**src/rtl/instr_issue_pkg.sv**
```systemverilog
// Shared types for the instruction issue stage: FSM state encoding and instruction width.
package instr_issue_pkg;

   localparam int INSTR_W = 16;

   typedef enum logic [2:0] {
      IDLE,
      LOAD,
      START,
      WAIT_BUSY,
      WAIT_DONE
   } issue_state_t;

endpackage

```
**src/rtl/instr_issue_fifo.sv**
```systemverilog
// issue_fifo: instruction queue with power-of-two depth, count, full/empty and a sticky drop flag.
module issue_fifo
   import instr_issue_pkg::*;
#(
   parameter int DEPTH = 8
) (
   input  logic                     clk,
   input  logic                     reset,
   input  logic                     push_i,
   input  logic [INSTR_W-1:0]       push_data_i,
   input  logic                     pop_i,
   input  logic                     flush_i,
   output logic [INSTR_W-1:0]       head_o,
   output logic [$clog2(DEPTH):0]   count_o,
   output logic                     full_o,
   output logic                     empty_o,
   output logic                     overflow_o
);

   localparam int PTR_W = $clog2(DEPTH);
   localparam int CNT_W = PTR_W + 1;

   logic [INSTR_W-1:0] mem_q [DEPTH];
   logic [PTR_W-1:0]   wr_ptr_q, rd_ptr_q;
   logic [CNT_W-1:0]   count_q;
   logic               overflow_q;
   logic               full, empty, wr_en, rd_en;

   assign full  = (count_q == CNT_W'(DEPTH));
   assign empty = (count_q == '0);
   // Fullness is judged on the registered count, so a same-cycle pop never rescues a push.
   assign wr_en = push_i && !full && !flush_i;
   assign rd_en = pop_i && !empty;

   // NOTE: storage is deliberately left out of reset; only pointers and count decide validity.
   always_ff @(posedge clk) begin
      if (wr_en) mem_q[wr_ptr_q] <= push_data_i;
   end

   // NOTE: sequential state uses non-blocking assignments so every register samples pre-edge values.
   always_ff @(posedge clk or negedge reset) begin
      if (!reset) begin
         wr_ptr_q   <= '0;
         rd_ptr_q   <= '0;
         count_q    <= '0;
         overflow_q <= 1'b0;
      end else begin
         if (push_i && full && !flush_i) overflow_q <= 1'b1;
         if (flush_i) begin
            wr_ptr_q <= '0;
            rd_ptr_q <= '0;
            count_q  <= '0;
         end else begin
            if (wr_en) wr_ptr_q <= wr_ptr_q + PTR_W'(1);
            if (rd_en) rd_ptr_q <= rd_ptr_q + PTR_W'(1);
            case ({wr_en, rd_en})
               2'b10:   count_q <= count_q + CNT_W'(1);
               2'b01:   count_q <= count_q - CNT_W'(1);
               default: count_q <= count_q;
            endcase
         end
      end
   end

   assign head_o     = mem_q[rd_ptr_q];
   assign count_o    = count_q;
   assign full_o     = full;
   assign empty_o    = empty;
   assign overflow_o = overflow_q;

endmodule

```
**src/rtl/instr_issue.sv**
```systemverilog
// instr_issue: queues instructions and sequences load/start/wait handshakes into the cpu block.
// Optional watchdog compiled in with INSTR_ISSUE_TIMEOUT_EN.
module instr_issue
   import instr_issue_pkg::*;
#(
   parameter int DEPTH   = 8,
   parameter int TIMEOUT = 64
) (
   input  logic                     clk,
   input  logic                     reset,
   input  logic                     push,
   input  logic [INSTR_W-1:0]       push_data,
   input  logic                     flush,
   output logic                     full,
   output logic                     empty,
   output logic [$clog2(DEPTH):0]   count,
   output logic [INSTR_W-1:0]       cpu_in,
   output logic                     cpu_load,
   output logic                     cpu_s,
   input  logic                     cpu_w,
   output logic                     busy,
   output logic [15:0]              issued,
   output logic                     overflow,
   output logic                     timeout_err
);

   issue_state_t       state_q;
   logic [INSTR_W-1:0] cpu_in_q, head;
   logic               cpu_load_q, cpu_s_q;
   logic [15:0]        issued_q;
   logic               pop, wd_expired;

   issue_fifo #(.DEPTH(DEPTH)) u_fifo (
      .clk         (clk),
      .reset       (reset),
      .push_i      (push),
      .push_data_i (push_data),
      .pop_i       (pop),
      .flush_i     (flush),
      .head_o      (head),
      .count_o     (count),
      .full_o      (full),
      .empty_o     (empty),
      .overflow_o  (overflow)
   );

   assign pop = (state_q == IDLE) && !empty && cpu_w;

`ifdef INSTR_ISSUE_TIMEOUT_EN
   localparam int WD_W = $clog2(TIMEOUT + 1);

   logic [WD_W-1:0] wd_q;
   logic            timeout_err_q;

   // Expires on the edge that completes TIMEOUT cycles of waiting since WAIT_BUSY entry.
   assign wd_expired = (wd_q == WD_W'(TIMEOUT - 1));

   always_ff @(posedge clk or negedge reset) begin
      if (!reset) begin
         wd_q          <= '0;
         timeout_err_q <= 1'b0;
      end else begin
         if (state_q == START) wd_q <= '0;
         else if (state_q == WAIT_BUSY || state_q == WAIT_DONE) wd_q <= wd_q + WD_W'(1);
         if (wd_expired && (state_q == WAIT_BUSY || (state_q == WAIT_DONE && !cpu_w)))
            timeout_err_q <= 1'b1;
      end
   end

   assign timeout_err = timeout_err_q;
`else
   assign wd_expired  = 1'b0;
   assign timeout_err = 1'b0;
`endif

   always_ff @(posedge clk or negedge reset) begin
      if (!reset) begin
         state_q    <= IDLE;
         cpu_in_q   <= '0;
         cpu_load_q <= 1'b0;
         cpu_s_q    <= 1'b0;
         issued_q   <= '0;
      end else begin
         case (state_q)
            IDLE: begin
               if (pop) begin
                  state_q    <= LOAD;
                  cpu_in_q   <= head;
                  cpu_load_q <= 1'b1;
               end
            end
            LOAD: begin
               state_q    <= START;
               cpu_load_q <= 1'b0;
               cpu_s_q    <= 1'b1;
            end
            START: begin
               state_q <= WAIT_BUSY;
               cpu_s_q <= 1'b0;
            end
            WAIT_BUSY: begin
               if (wd_expired)  state_q <= IDLE;
               else if (!cpu_w) state_q <= WAIT_DONE;
            end
            WAIT_DONE: begin
               if (cpu_w) begin
                  state_q  <= IDLE;
                  issued_q <= issued_q + 16'd1;
               end else if (wd_expired) begin
                  state_q <= IDLE;
               end
            end
            default: state_q <= IDLE;
         endcase
      end
   end

   assign cpu_in   = cpu_in_q;
   assign cpu_load = cpu_load_q;
   assign cpu_s    = cpu_s_q;
   assign busy     = (state_q != IDLE);
   assign issued   = issued_q;

endmodule

```
**config.mk**
```make
export PLATFORM = sky130hd
export DESIGN_NAME = instr_issue
export DESIGN_NICKNAME = d
export VERILOG_FILES = /design/src/rtl/instr_issue_pkg.sv /design/src/rtl/instr_issue_fifo.sv /design/src/rtl/instr_issue.sv
export SDC_FILE = /design/constraint.sdc
export NUM_CORES = 1
export LEC_CHECK = 0
export BUFFER_PORTS_ARGS = -buffer_cell sky130_fd_sc_hd__clkbuf_2
export CORE_UTILIZATION = 52
export CTS_CLUSTER_SIZE = 10
export DETAILED_ROUTE_END_ITERATION = 16
export GPL_TIMING_DRIVEN = 0
export PLACE_DENSITY = 0.68
export SLEW_MARGIN = 20
export SYNTH_ARGS = -nofsm -noshare
export SYNTH_HDL_FRONTEND = slang
export SYNTH_SLANG_ARGS = --single-unit
```
**constraint.sdc**
```tcl
create_clock -name clk -period 7.05 [get_ports clk]
set_input_delay 0.3525 -clock clk [delete_from_list [all_inputs] [get_ports clk]]
set_output_delay 0.3525 -clock clk [all_outputs]
set_load 0.01 [all_outputs]
```
# == After elaboration in Yosys (flattened, before gate mapping) ==
# Memories as Yosys holds them, arrays and structs flattened. A register that Yosys moved wholly into a read port is not among the register bits.
# Index checks and enable logic that the tools add are counted.
# word_totals
register_bits,32
ramBits,128
inputBits,21
output_inout_bits,43
elab_cells,62
n_memories,1
# memory_table
memory,words,word_bits,read_ports,rd_ports_with_merged_regs,write_ports,line,text
u_fifo.mem_q,8,16,1,1,1,instr_issue_fifo.sv:23,logic [INSTR_W-1:0] mem_q [DEPTH];
# classes
addsub,5
eq_ne,10
n_mux,15
n_reduce_logical,23
# ops
cell,n
3-bit 2-to-1 mux,7
"16-bit by 1-bit adder with 16-bit output, second input constant",1
3-bit case mux with 5 select lines,1
4-bit case mux with 2 select lines,1
2-bit nonzero test,4
1-bit logical AND,7
"3-bit by 1-bit adder with 3-bit output, second input constant",2
"3-bit by 2-bit equality test with 1-bit output, second input constant",2
2-bit AND reduction,3
3-bit nonzero test,2
"4-bit by 1-bit adder with 4-bit output, second input constant",1
"4-bit equality test, second input constant",1
1-bit logical NOT,4
4-bit logical NOT,1
4-bit 2-to-1 mux,1
"2-bit != test, second input constant",2
1-bit case mux with 2 select lines,2
"4-bit by 1-bit subtractor with 4-bit output, second input constant",1
"3-bit by 1-bit equality test with 1-bit output, second input constant",1
"3-bit equality test, second input constant",1
3-bit logical NOT,1
1-bit 2-to-1 mux,3
3-bit AND reduction,1
"2-bit by 1-bit equality test with 1-bit output, second input constant",1
2 further kinds,2

# == Logic depth before layout (Yosys ltp) ==
# depth
word_depth,8
depth_mapped,11

# == Modules after synthesis ==
# Synthesis repeated with hierarchy kept, for this count alone.
# unflattened
cells_unflattened,383
area_unflattened_um2,7114.3
# by_module_without_submodules
module,instances,cells_each,area_per_inst_um2
issue_fifo,1,262,5526.6
instr_issue,1,121,1587.8

# == Worst setup path after synthesis ==
# Ideal clock, no wire load.
# synth_timing
path_type,reg-to-reg
startpoint,register u_fifo.count_q[1] (netlist: u_fifo.count_o[1])
endpoint,register u_fifo.count_q[3] (netlist: u_fifo.count_o[3])
setup_time_ns,0.078
arrival_time_ns,2.701
t_required_ns,6.972
path_slack_ns,4.271
path_stages_with_launch,11
path_buffers,1
synth_period_minus_slack_ns,2.779
path_cell_list,dfrtp_1 -> buf_6 -> or4b_4 -> clkinv_4 -> nor2_2 -> nor2_1 -> ha_1 -> and2_1 -> o311a_1 -> or4_1 -> a21oi_1
# synth_via
elab_cells_between_ends,16
classes_between,2 x add/sub; 3 x eq/ne; 2 x mux; 9 x reduce/logical
# synth_lines
item,line,text
from (decl),instr_issue_fifo.sv:25,logic [CNT_W-1:0] count_q;
from (signal assigned),instr_issue_fifo.sv:57,2'b10: count_q <= count_q + CNT_W'(1);
from (signal assigned),instr_issue_fifo.sv:58,2'b01: count_q <= count_q - CNT_W'(1);
from (signal assigned),instr_issue_fifo.sv:59,default: count_q <= count_q;
4-bit equality test *,instr_issue_fifo.sv:29,assign full = (count_q == CNT_W'(DEPTH));
via full,instr_issue.sv:14,"output logic full,"
1-bit logical NOT *,instr_issue_fifo.sv:32,assign wr_en = push_i && !full && !flush_i;
1-bit logical AND * (2 in a row),instr_issue_fifo.sv:32,
2-bit by 1-bit equality test with 1-bit output / 2-bit equality test (equally long branches),instr_issue_fifo.sv:56,"case ({wr_en, rd_en})"
4-bit case mux with 2 select lines,instr_issue_fifo.sv:56,
4-bit 2-to-1 mux,instr_issue_fifo.sv:49,if (flush_i) begin
# The timed path passes the listed nets; every way through them passes the cells marked *.
# A chain may end at the register's enable or synchronous reset.

# == Worst setup path after layout ==
# layout_timing
startpoint,register u_fifo.count_q[1] (netlist: u_fifo.count_o[1])
endpoint,register u_fifo.count_q[3] (netlist: u_fifo.count_o[3])
# layout_via
elab_chain_cells,8
elab_cells_between_ends,16
classes_between,2 x add/sub; 3 x eq/ne; 2 x mux; 9 x reduce/logical
# layout_lines
item,line,text
4-bit logical NOT,instr_issue_fifo.sv:30,assign empty = (count_q == '0);
1-bit logical NOT,"instr_issue_fifo.sv:33, instr_issue.sv:47",
1-bit logical AND (2 in a row),instr_issue.sv:47,assign pop = (state_q == IDLE) && !empty && cpu_w;
1-bit logical AND,instr_issue_fifo.sv:33,assign rd_en = pop_i && !empty;
2-bit by 1-bit equality test with 1-bit output / 2-bit equality test (equally long branches),instr_issue_fifo.sv:56,
4-bit case mux with 2 select lines,instr_issue_fifo.sv:56,
4-bit 2-to-1 mux,instr_issue_fifo.sv:49,
# Several ways; a longest one is shown, not always the timed one.

==> results.yml <==
logic_synthesis:
  synth-edff-count: 128
  synth_seq_area_share: 0.726
  synth_compound_area_frac: 0.0257
  avgSynthCellArea_um2: 17.3
  ys.warnings.count: 0
  synth_fa_ha_area_frac: 0.00900
  synth_ff_type: "edfxtp_1"
  synthCells: 401
  syn_nets: 427
  yosys.area_share.simple: 0.0632
  synth_top_family_by_area: "multiplexers"
  ys_ff_latch: 176
  async_flop_share: 0.273
  synth_area_um2: 6950
  yosysUniqueCellTypes: 41
  synthMuxAreaShare: 0.131
  yosys.area_share.xor_xnor: 0.0290
worst_setup_path:
  startpoint_type: "register"
  path_cells: "buf_6, or4b_4, clkinv_4, nor2_2, nor2_1, ha_1, and2_1, o311a_1, or4_1, a21oi_1"
  critical_path_class: "register to register"
  slowest_delay_ps: 590
  cp.required_ps: 7390
  crit_slowest_cell: "or4b_4"
  arrival_ps: 3230
  startpoint: "u_fifo.count_o[1]$_DFFE_PN0P_"
  reg2reg_from: "u_fifo.count_o[1]$_DFFE_PN0P_"
  endpoint_kind: "register"
  cp_max_fo: 8
cts:
  post_cts_resized: 0
  clk_latency_ps: 430
  cts_max_path_buffers: 2
  postCtsSetupRepairBufs: 0
  numCtsBuffers: 17
  clkSinkCount: 176
  cts_hold_buf: 0
  h-tree-depth: 4
  path_clk_slew_ps: 60
  clockRootBuffer: "clkbuf_16"
  cts_tree: "built"
route:
  drtIter0Drc: 331
  wl_per_cell_um: 19.6
  num_vias: 3747
  via_per_inst: 5.53
  antenna_left: 0
  drt_wl_total_um: 13300
  drc: 0
  dr.pass1.iters: 5
timing:
  max_freq_mhz: 347
  fin_setup_tns_ps: 0
  finalSetupViolCount: 0
  fin_crit_sh: 0.409
  hold_violations: 13
  finalCriticalPeriod_ps: 2880
  worst_slew_pin_slew_ps: 902
  maxSlewHeadroom: 0.399
  drv_slew: 0
  finalHoldWorstSlack_ps: -4.09
  rsz0062_at_grt: "no"
  skew_ps: 8.03
die:
  die-area_um2: 13800
  die_height_um: 118
  io_pins: 64
  die_w_um: 118
  fp-row-count: 41
  core-area_um2: 12800
  start_util: 0.542
finish:
  area_growth_syn_to_layout_pct: 18.3
  diodes: 0
  multi_input_area_um2: 1820
  fin_area_um2: 8220
  register_area_um2: 5040
  finalNonFillerCells: 677
  drive_above_1_share: 0.303
  utilization: 0.641
  nets: 518
  fill_cells: 937
grt:
  grt-ovfl-total: 0
  grt_max_degree: 49
  grt_antenna_before_repair: 0
  grt_pass1_vias: 3725
  grt_first_pass_wirelength_um: 21300
  track_usage: 0.212
pwr:
  p_leak_uw: 0.00305
  p_per_area_nw_per_um2: 315
  vdd_drop_max_mv: 0.182
run_status:
  status: "complete, but fails checks"
  failed_checks: "hold timing"
placed_design:
  hpwl_um: 8710
  placedCellCount: 645
  portBuffers: 62
  finalWeightedCongestion: 0.775
  dpl_cell_area_um2: 7610
flow_run:
  drv_cap: 0
hold_path:
  hold_class: "primary input to asynchronous set/reset pin"
[cells by family after synthesis]
| group | after synthesis |
|---|---|
| and+or+nand+nor | 91 |
| AOI/OAI and AO/OA | 31 |
| adders and majority gates | 5 |
| muxes | 51 |
| other | 1 |
| xor gates and xnor gates | 23 |
| buffers and inverters | 23 |
| DFF | 176 |
[per-layer routing]
layer  global-route usage  wire length, µm
met5                    0                0
met3               0.0484              763
met1                0.290             5760
met4               0.0889              263
met2                0.330             6470
[worst max-delay path, delay by kind of cell, from the launching register on]
kind	cells	cell delay (ps)
flops	1	380
simple gates	5	1450
fa+ha+maj	1	290
compound gates	2	470
buf+inv	2	220
[final timing paths]
path / to / slack [ps] / cells after the start
worst max-delay path: u_fifo.count_o[3]$_DFFE_PN0P_ / 4170 / 10
worst min-delay path: state_q[1]$_DFFE_PN0P_ / -4 / 1
worst max register to register: u_fifo.count_o[3]$_DFFE_PN0P_ / 4170 / 10
worst min register to register: issued[15]$_DFFE_PN0P_ / 470 / 1
max in group asynchronous: cpu_in[4]$_DFFE_PN0P_ / 6580 / 1
min in group clk: state_q[2]$_DFFE_PN0P_ / 160 / 2
[state kept, by name, summed over array words and instances, names as in the netlist]
signal	count
u_fifo.wr_ptr_q	3
cpu_load	1
issued	16
cpu_s	1
u_fifo.count_o	4
state_q	3
u_fifo.mem_q	128
u_fifo.overflow_o	1
cpu_in	16
u_fifo.rd_ptr_q	3
[where the power goes]
group | total [µW] | switching (µW) | internal [µW]
Combinational | 367 | 210 | 157
Sequential | 1250 | 57.7 | 1200
Clock | 969 | 371 | 598
[placed cells by master (no fill, tap or decap), drive strengths merged, types with 2 or more instances in the layout]
| master | n |
|---|---|
| nor3 | 5 |
| mux2i | 18 |
| nor2 | 28 |
| dfrtp | 48 |
| nand4 | 3 |
| nand2b | 2 |
| xor2 | 10 |
| edfxtp | 128 |
| o21ai | 18 |
| a21oi | 7 |
| and3 | 3 |
| nand2 | 33 |
| clkinvlp | 2 |
| mux4 | 32 |
| clkbuf | 94 |
| and2 | 4 |
| buf | 17 |
| nand3 | 7 |
| bufinv | 4 |
| ha | 5 |
| a41oi | 2 |
| clkinv | 7 |
| xnor2 | 13 |
| inv | 3 |
[Yosys cell counts (2+ instances only)]
master	count	area, µm²
edfxtp_1	128	3840
dfrtp_1	48	1200
mux4_2	32	721
nand2_1	32	120
nor2_1	27	101
mux2i_1	18	180
o21ai_0	18	90.1
xnor2_1	13	114
clkbuf_1	12	45.0
xor2_1	10	87.6
a21oi_1	7	35.0
nand3_1	7	35.0
ha_1	5	62.6
nor3_1	4	20.0
and2_1	3	18.8
and3_1	3	18.8
buf_2	3	15.0
inv_1	3	11.3
nand4_1	3	18.8
a41oi_1	2	17.5
buf_1	2	7.51
nand2b_1	2	12.5
[layout make-up]
cell class	instances	share of cell area
sequential	176	0.613
multi-input combinational	202	0.222
clock buffer	20	0.0543
timing repair buffer	72	0.0513
tap	172	0.0262
clock inverter	12	0.0202
buffer	19	0.0105
inverter	4	0.00243
[through the flow]
stage	setup slack [ps]	power [µW]
after global placement	3130	1630
final	4170	2590
after global routing	4000	2700
after floorplan	4270	1490
after CTS	4160	2610
after detailed placement	4180	1650
Power figures use the tool's default switching activity.
